[src/rtl/wb_demux_4ch.sv]
// Registered 1-to-4 demultiplexer for {tag, data} items with a one-entry holding
// register per channel; unicast by select or broadcast to all four channels.
module wb_demux_4ch #(
    parameter int DATA_W = 32,
    parameter int TAG_W  = 5
) (
    input  logic                clk_i,
    input  logic                rst_n_i,
    input  logic                in_valid_i,
    output logic                in_ready_o,
    input  logic [1:0]          in_sel_i,
    input  logic                in_bcast_i,
    input  logic [TAG_W-1:0]    in_tag_i,
    input  logic [DATA_W-1:0]   in_data_i,
    output logic [3:0]          out_valid_o,
    input  logic [3:0]          out_ready_i,
    output logic [4*TAG_W-1:0]  out_tag_o,
    output logic [4*DATA_W-1:0] out_data_o,
    output logic                busy_o
);

    // Handshake: a transfer happens on a rising edge where valid & ready are both 1.
    // Ready never looks at valid; a producer holds its item stable until it transfers.
    logic [3:0] can_take;
    logic [3:0] target;
    logic [3:0] load;
    logic       accept;

    // A slot that drains this cycle can be refilled in the same cycle.
    always_comb begin
        can_take   = ~out_valid_o | out_ready_i;
        in_ready_o = in_bcast_i ? (&can_take) : can_take[in_sel_i];
        accept     = in_valid_i & in_ready_o;
        target     = in_bcast_i ? 4'b1111 : (4'b0001 << in_sel_i);
        load       = target & {4{accept}};
    end

    always_ff @(posedge clk_i) begin
        if (!rst_n_i) begin
            out_valid_o <= '0;
            out_tag_o   <= '0;
            out_data_o  <= '0;
        end else begin
            for (int k = 0; k < 4; k++) begin
                if (load[k]) begin
                    out_valid_o[k]                 <= 1'b1;
                    out_tag_o[k*TAG_W +: TAG_W]    <= in_tag_i;
                    out_data_o[k*DATA_W +: DATA_W] <= in_data_i;
                end else if (out_ready_i[k]) begin
                    // Payload is left in place after a drain; only valid drops.
                    out_valid_o[k] <= 1'b0;
                end
            end
        end
    end

    assign busy_o = |out_valid_o;

endmodule

[config.mk]
export PLATFORM = sky130hd
export DESIGN_NAME = wb_demux_4ch
export DESIGN_NICKNAME = d
export VERILOG_FILES = /design/src/rtl/wb_demux_4ch.sv
export SDC_FILE = /design/constraint.sdc
export NUM_CORES = 1
export LEC_CHECK = 0
export BUFFER_PORTS_ARGS = -buffer_cell sky130_fd_sc_hd__buf_4
export CAP_MARGIN = 20
export CORE_MARGIN = 2
export CORE_UTILIZATION = 53
export CTS_CLUSTER_SIZE = 12
export DETAILED_ROUTE_END_ITERATION = 6
export PLACE_DENSITY_LB_ADDON = 0.3
export SYNTH_ARGS = -nofsm -noshare
export SYNTH_HDL_FRONTEND = slang
export SYNTH_SLANG_ARGS = --single-unit
[constraint.sdc]
create_clock -name clk_i -period 3.2 [get_ports clk_i]
set_input_delay 0.64 -clock clk_i [delete_from_list [all_inputs] [get_ports clk_i]]
set_output_delay 0.64 -clock clk_i [all_outputs]
set_load 0.01 [all_outputs]
== Yosys cells after proc, flatten, opt, wreduce, memory -nomap -nowiden ==
Cells that the tools add are included.

* Order comparisons: 1
* Muxes and demuxes: 12
* Reduce and logical (&&, ||, !) cells: 6
* Shift operators: 1
* Bitwise operators: 4

{| class="wikitable"
|+ Operators by type and width
! operator !! number
|-
| $mux 1 || 10
|-
| $reduce_bool 2->1 || 4
|-
| $and 4x4->4 || 1
|-
| $mux 4 || 1
|-
| $not 4->4 || 1
|-
| $or 4x4->4 || 1
|-
| $reduce_and 4->1 || 1
|-
| $reduce_or 4->1 || 1
|-
| $shl 1x2->4 const A || 1
|-
| $lt 2x3->1 const B || 1
|-
| $bmux 1 s2 || 1
|-
| $and 1x1->1 || 1
|}

* Word-level logic and storage cells: 36
* Bits of input ports: 47
* Register bits: 152

== Logic depth before layout (Yosys ltp) ==
Gate-level depths: netlist of run 1.

* Depth in word-level cells: 8
* Gate-level depth with buffers: 6
* Gate-level depth less buffers: 4

== Least setup slack after synthesis of run 1 ==
Ideal clock, no wire load.

* Path kind: input-to-output
* Start: in in_bcast_i
* End: out in_ready_o
* Required time: 2.560 ns
* Slack: 1.185 ns
* Stages: 3
* Buffers on the path: 0
* Arrival time: 1.375 ns
* Cells stage by stage: o21ba_2 o221ai_2 nor3_1

* Word-level cells in the longest chain between the ends: 1

{| class="wikitable"
|+ RTL lines
! item !! line !! source
|-
| start: declaration || 12 || <nowiki>input logic in_bcast_i,</nowiki>
|-
| $mux 1 || 32 || <nowiki>in_ready_o = in_bcast_i ? (&can_take) : can_take[in_sel_i];</nowiki>
|-
| end: declaration || 10 || <nowiki>output logic in_ready_o,</nowiki>
|}

Every way passes these cells.

== Worst setup path after layout of run 1 ==
* Start: reg out_valid_o[3]
* End: out in_ready_o

* Word-level cells in the longest chain between the ends: 5
* Elaborated cells on any way between the ends: 6
* Those cells by class: 3 x mux; 2 x bitwise; 1 x reduce/logical

{| class="wikitable"
|+ RTL lines
! item !! line !! source
|-
| start: declaration || 15 || <nowiki>output logic [3:0] out_valid_o,</nowiki>
|-
| start signal: assignment || 40 || <nowiki>out_valid_o <= '0;</nowiki>
|-
| start signal: indexed assignment || 46 || <nowiki>out_valid_o[k] <= 1'b1;</nowiki>
|-
| start signal: indexed assignment || 51 || <nowiki>out_valid_o[k] <= 1'b0;</nowiki>
|-
| $not 4->4 * || 31 || <nowiki>can_take = ~out_valid_o | out_ready_i;</nowiki>
|-
| $or 4x4->4 * || 31 ||
|-
| $bmux 1 s2 || 32 ||
|-
| $mux 1 (not written as such) || 32 ||
|-
| $mux 1 * || 32 ||
|}

Every way passes the cells marked *; elsewhere a longest branch is shown, timed or not. The select of a mux whose other input is x is not followed.

==> impl_results.md, run 1 <==
* CTS buffer count at 17
* Relative slew slack at 61.26%
* Netlist cell types at 22
* First-pass GRT wire length at 22.50 mm
* Max-slew violation count at 0
* Worst reg2reg endpoint: out_data_o[126]
* Min-delay worst type: register to register
* Drt first pass iters at 4
* # resized after CTS at 0
* Fin crit period at 2.491 ns
* Via density at 5.140
* Reg2Reg Launch Point: out_valid_o[2]
* Sw Share at 26.65%
* DIE AREA at 11,680 µm²
* Worst Hold Launch: out_data_o[6]
* Max_cap viols at 0
* Period utilization at 77.83%
* Longest Clk Path Bufs at 2
* Syn Nets at 598
* RSZ-0062 raised after global routing: false
* Vias in the first global route at 4,648
* Core area at 10,420 µm²
* Die H at 108.1 µm
* FP Rows at 37
* Setup crit start: out_valid_o[3]
* Final setup viols at 0
* CTS tree: built
* Initial antenna violation count at 0
* Final Hold Viols at 0
* Worst hold stages at 2
* Total Wirelength at 14.75 mm
* Worst-path clk slew at 0.06 ns
* Largest net degree at the start of global routing at 77
* Routability cong. at 0.7579
* Initial core utilization at 55.10%
* Top-area cell type share of the netlist area at 53.02%
* Power Dens Cells at 620.3 nW/µm²
* Worst Skew at 0.006572 ns
* Yosys warning count at 0
* Tightest Pin Transition at 0.5811 ns
* Crit-path max FO at 5
* Antenna Nets Post-Route at 0
* I/O pin cnt at 201
* Placed cell count at 861
* Final Core Density at 75.30%
* Hold buffer count at cts at 0
* Setup TNS at 0 ns
* Worst vdd ir at 0.3358 mV
* Initial DRC count at 208
* Commonest non-fill, non-tap cell in the layout: buf_4
* Psw at 1.297 mW
* Worst-Skew Late Latency at 0.51 ns
* Drt drc at 0
* Hpwl dp at 10.11 mm
* Post-Syn Area per Cell at 10.42 µm²
* CTS sink cnt at 152
* Commonest non-fill, non-tap cells in the layout: 210 x buf_4, 186 x nand2_1, 152 x dfxtp_1, 148 x mux2i_1, 16 x clkbuf_16
* Status: finished, final reports clean
* Area growth syn-to-layout at 36.67%
* Crit Path Class: register to primary output
* LEAKAGE at 3.557 nW
* Worst hold endpoint: out_data_o[6]
* ANT cells at 0
* Internal at 3.568 mW
* IO buf count at 200
* Post-synth top area cell: dfxtp_1
* Setup Fix Bufs, Post-CTS at 0
* Power share of the combinational group at 17.6%
* Post-Synthesis Cells at 551
* Avg WL per Cell at 16.52 µm
* R2R setup slack at 1.26 ns
* Die Wd at 108.1 µm
* Nets at 791
* Layout cell share with drive strength beyond 1 at 33.29%
* Number of fill cells at 731
* Final Non-Filler Cells at 893
* Register bit total from synthesis at 152
* Critical Path AT at 1.85 ns
* Total Routing Usage GR at 24.66%
* Routed vias at 4,590
* Mapped Area at 5739 µm²
* Top post-synthesis cells by area: dfxtp_1 53%, mux2i_1 26%, nand2_1 12%
* CP Data Required Time at 2.56 ns
* Gr ovfl total at 0
* Seq/Total Area, Yosys at 53.02%
* Clk pwr share at 38.2%
* Cell chosen for the clock root: clkbuf_8
* Reg2Reg Depth at 5
* Peak Freq at 401.5 MHz
* H-tree depth at 4
* Sequential share of power at 44.2%
* Crit end category: primary output
* CP Launch Type: register
cell type report:
| class | instances | area [µm²] | area share [%] |
|---|---|---|---|
| Multi-Input combinational cell | 361 | 2471 | 31.50 |
| Clock buffer | 22 | 462.9 | 5.902 |
| Timing Repair Buffer | 211 | 1597 | 20.35 |
| Clock inverter | 10 | 96.34 | 1.228 |
| Sequential cell | 152 | 3043 | 38.79 |
| Inverter | 1 | 3.754 | 0.04785 |
| Tap cell | 136 | 170.2 | 2.169 |
cells in the mapped netlist, drive strengths merged:
cell and number:
a211oi 1, nand2 186, dfxtp 152, clkinv 1, nor3 1, nor2b 4, nand2b 6, clkbuf 21
or4 1, a221oi 3, o21a 4, nand4 1, a21oi 2, mux2i 148, o211ai 1, nand4bb 1
buf 16, o21ba 1, o221ai 1
how the worst max path moves through the flow:
stage,to,slack (ns),cells after the start
6_report,in_ready_o,0.71,4
3_3_place_gp,in_ready_o,0.80,5
4_1_cts,in_ready_o,0.67,4
2_1_floorplan,in_ready_o,1.18,3
5_1_grt,in_ready_o,0.62,4
3_5_place_dp,in_ready_o,0.75,5
worst max-delay path, stage by stage, from the launching register on:
cell and delay [ns]:
dfxtp_1 0.40, nand2b_2 0.12, o221ai_2 0.49, nor3_1 0.14
buf_4 0.18
cells by family after synthesis:
group                  share of synthesized area (%)
AO/OA/AOI/OAI                                  2.507
AND/OR/NAND/NOR                                14.02
buffers and inverters                          4.644
flip-flops                                     53.02
multiplexers                                   25.81
per-layer routing:
layer	vias up	GRT usage, %	routed length (µm)
li1	2209	-	-
met1	2200	27.79	5988
met2	151	43.13	7465
met3	30	7.233	926
met4	0	11.08	367
met5	-	0	0
state kept, by name, summed over array words and instances, names as in the netlist:
name / count
out_valid_o: 4
out_data_o: 128
out_tag_o: 20
per-stage QoR:
stage	setup WS, ns	total power [mW]	cell area (µm²)	hold slack, ns
final	0.7094	4.865	7844	0.4531
after detailed placement	0.7468	3.046	7284	0.4473
after CTS	0.6700	4.889	7844	0.4355
after global routing	0.6209	5.034	7844	0.4492
after floorplan	1.185	2.659	5739	0.4790
after global placement	0.8044	3.014	7284	0.4425
power by group through the flow:
stage          clock network (mW)  logic (mW)  registers [mW]
3_3_place_gp                    0       0.833            2.18
3_5_place_dp                    0       0.858            2.19
4_1_cts                      1.88       0.863            2.15
6_report                     1.86       0.857            2.15
5_1_grt                      1.96       0.911            2.17
2_1_floorplan                   0       0.408            2.25
(Power assumes the default switching activity.)
==> run 2, diff against run 1 <==
ABC_AREA = 1   (was default)
CORE_UTILIZATION = 51   (was 53)
clock period = 2.47 ns   (was 3.2 ns; I/O delays follow)
==> impl_results.md, run 2 <==
* Longest Clk Path Bufs at 2 (unchanged)
* Peak Freq at 511.4 MHz
* R2R setup slack at 0.84 ns (-0.42 ns)
* Worst hold endpoint: out_valid_o[3]
* Netlist cell types at 14 (-36%)
* Delay-heaviest family, CP: simple AND/OR/NAND/NOR gates
* Antenna Nets Post-Route at 0 (unchanged)
* ANT cells at 0 (unchanged)
* WHS at 0.3838 ns (-0.06935 ns)
* Largest net degree at the start of global routing at 96 (+25%)
* Slowest stage delay, CP at 0.35 ns (-0.14 ns)
* Worst reg2reg endpoint: out_data_o[104]
* LEAKAGE at 4.255 nW (+20%)
* CP most frequent cell: nand2_1
* Mapped Area at 6440 µm² (+12%)
* First-pass GRT wire length at 29.44 mm (+31%)
* Commonest non-fill, non-tap cells in the layout: 314 x nor2_1, 212 x buf_4, 163 x nand2_1, 152 x dfxtp_1, 149 x nand4_1
* Status: finished, final reports clean
* Syn Nets at 967 (+62%)
* CTS sink cnt at 152 (unchanged)
* CP Launch Type: register
* Nets at 1,123 (+42%)
* Period utilization at 79.17%
* Seq/Total Area, Yosys at 47.25% (-5.8 points)
* Register bit total from synthesis at 152 (unchanged)
* Max FFs per register at 128 (unchanged)
* Core area at 12,470 µm² (+20%)
* Max_cap viols at 0 (unchanged)
* CTS buffer count at 17 (unchanged)
* Gr ovfl total at 0 (unchanged)
* EDFF count, synth at 0 (unchanged)
* Top-area cell type share of the netlist area at 47.25% (-5.8 points)
* Routability cong. at 0.8324 (+9.8%)
* Crit end category: primary output
* Placed cell count at 1,229 (+43%)
* Final setup viols at 0 (unchanged)
* Most flops, register: out_data_o
* Setup Fix Bufs, Post-CTS at 0 (unchanged)
* Post-Synth Simple-Gate Area at 43.13% (+29 points)
* Async SR Flop Fraction at 0% (unchanged)
* Worst-Skew Late Latency at 0.43 ns (-0.08 ns)
* Die Wd at 116.4 µm (+7.7%)
* Worst vdd ir at 0.5510 mV (+64%)
* Post-Syn Area per Cell at 7.000 µm² (-33%)
* Worst Skew at 0.007113 ns (+0.0005406 ns)
* Vias in the first global route at 5,691 (+22%)
* Area growth syn-to-layout at 33.40%
* FP Rows at 41 (+11%)
* Min-delay worst type: input pin to register
* Largest regs: out_data_o: 128 flops, out_tag_o: 20 flops, out_valid_o: 4 flops
* Hpwl dp at 12.05 mm (+19%)
* DIE AREA at 13,540 µm² (+16%)
* Most frequent cell after synthesis: nor2_1
* Top post-synthesis cells by area: dfxtp_1 47%, nor2_1 18%, nand4_1 14%
* Crit Path Class: register to primary output
* Total Routing Usage GR at 28.10% (+3.4 points)
* # resized after CTS at 0 (unchanged)
* RSZ-0062 raised after global routing: false
* Commonest non-fill, non-tap cell in the layout: nor2_1
* Final Non-Filler Cells at 1,261 (+41%)
* Hold buffer count at cts at 0 (unchanged)
* Via density at 5.224 (+1.6%)
* Relative slew slack at 46.82% (-14 points)
* IO buf count at 200 (unchanged)
* Top cells by count, synth: 314 x nor2_1, 163 x nand2_1, 152 x dfxtp_1
* Largest family of logic cells by synthesized area: simple AND/OR/NAND/NOR gates
* Reg2Reg Depth at 10 (+5)
* Routed vias at 6,588 (+44%)
* Worst-path clk slew at 0.06 ns (about the same)
* Post-synthesis mux area share at 0% (-26 points)
* Initial DRC count at 694 (+230%)
* Reg2Reg Launch Point: out_valid_o[1]
* Critical Path AT at 1.46 ns (-0.39 ns)
* Slowest cell on crit path: dfxtp_1
* XOR/XNOR Fraction of Synth Area at 0% (unchanged)
* Die H at 116.4 µm (+7.7%)
* Cell chosen for the clock root: clkbuf_16
* H-tree depth at 4 (unchanged)
* Fin crit period at 1.956 ns
* I/O pin cnt at 201 (unchanged)
* Crit-path max FO at 3 (-2)
* Drt first pass iters at 6 (+2)
* Total Wirelength at 19.09 mm (+29%)
* Max-slew violation count at 0 (unchanged)
* Worst Hold Launch: out_ready_i[3]
* CTS tree: built
* Synth Area in Compound Gates at 0.07772% (-2.4 points)
* Yosys warning count at 0 (unchanged)
* Final Hold Viols at 0 (unchanged)
* Initial core utilization at 51.66% (-3.4 points)
* Post-Synthesis Cells at 920 (+67%)
* Crit-path cells: inv_1 > nor2_1 > nand2_1 > nand2_1 > nor2_4 > buf_4
* Adder-cell share of the synthesized area at 0% (unchanged)
* Tightest Pin Transition at 0.7965 ns (+0.2154 ns)
* Avg WL per Cell at 15.14 µm (-8.3%)
* Initial antenna violation count at 0 (unchanged)
* Post-synth top area cell: dfxtp_1
* Setup TNS at 0 ns (unchanged)
* Synth Flop Type: dfxtp_1
* Worst path bufs/invs at 2 (+1)
* Layout cell share with drive strength beyond 1 at 23.78% (-9.5 points)
* Worst hold stages at 4 (+2)
* Drt drc at 0 (unchanged)
* Power Dens Cells at 807.3 nW/µm² (+30%)
* CP Data Required Time at 1.98 ns (-0.58 ns)
run 2: cell type report:
| class | instances | area, µm² |
|---|---|---|
| fill | 1070 | 3875 |
| clock buffer | 19 | 442.9 |
| tap | 172 | 215.2 |
| timing repair buffer | 217 | 1692 |
| sequential | 152 | 3043 |
| multi-input combinational | 634 | 2819 |
| inverter | 54 | 202.7 |
| clock inverter | 13 | 176.4 |
run 2: worst min-delay path, stage by stage:
cell	delay, ns
buf_4	0.09
nor2_1	0.05
nor2_1	0.09
nor2_1	0.04
run 2: worst max path at each step:
stage,to,startpoint,slack (ns),cells past startpoint
after floorplan,in_ready_o,in_sel_i[1],0.85,7
after global placement,out_data_o[48],in_sel_i[1],0.42,10
after detailed placement,out_data_o[47],in_sel_i[1],0.34,10
after CTS,in_ready_o,out_valid_o[1],0.51,6
after global routing,in_ready_o,out_valid_o[1],0.42,6
final,in_ready_o,out_valid_o[1],0.51,6
run 2: kinds of logic (layout without fill, tap and decap cells):
family	Yosys count	count (layout)
AO/OA/AOI/OAI	1	1
buffers and inverters	134	303
flip-flops	152	152
AND/OR/NAND/NOR	633	633
run 2: report_power, final:
part           switching (mW)  internal (mW)
Sequential              0.135           2.68
Clock                    1.02           1.71
Combinational           0.801          0.586
Total                    1.95           4.98
run 2: stage by stage:
stage          utilization [%]  worst slack [ns]  instance area, µm²  power (mW)
6_report                 68.92            0.5144                8591       6.935
5_1_grt                  68.92            0.4241                8591       7.251
4_1_cts                  68.92            0.5130                8591       6.962
3_5_place_dp             63.95            0.3424                7971       4.251
3_3_place_gp             63.95            0.4216                7971       4.228
2_1_floorplan                -            0.8479                6440       3.651
run 2: per-layer routing:
| layer | up-vias | routed length, µm | track usage, % |
|---|---|---|---|
| met5 | - | 0 | 0 |
| met4 | 0 | 357 | 11.43 |
| met3 | 30 | 1491 | 7.473 |
| met2 | 260 | 9289 | 45.23 |
| met1 | 3024 | 7956 | 35.98 |
| li1 | 3274 | - | - |
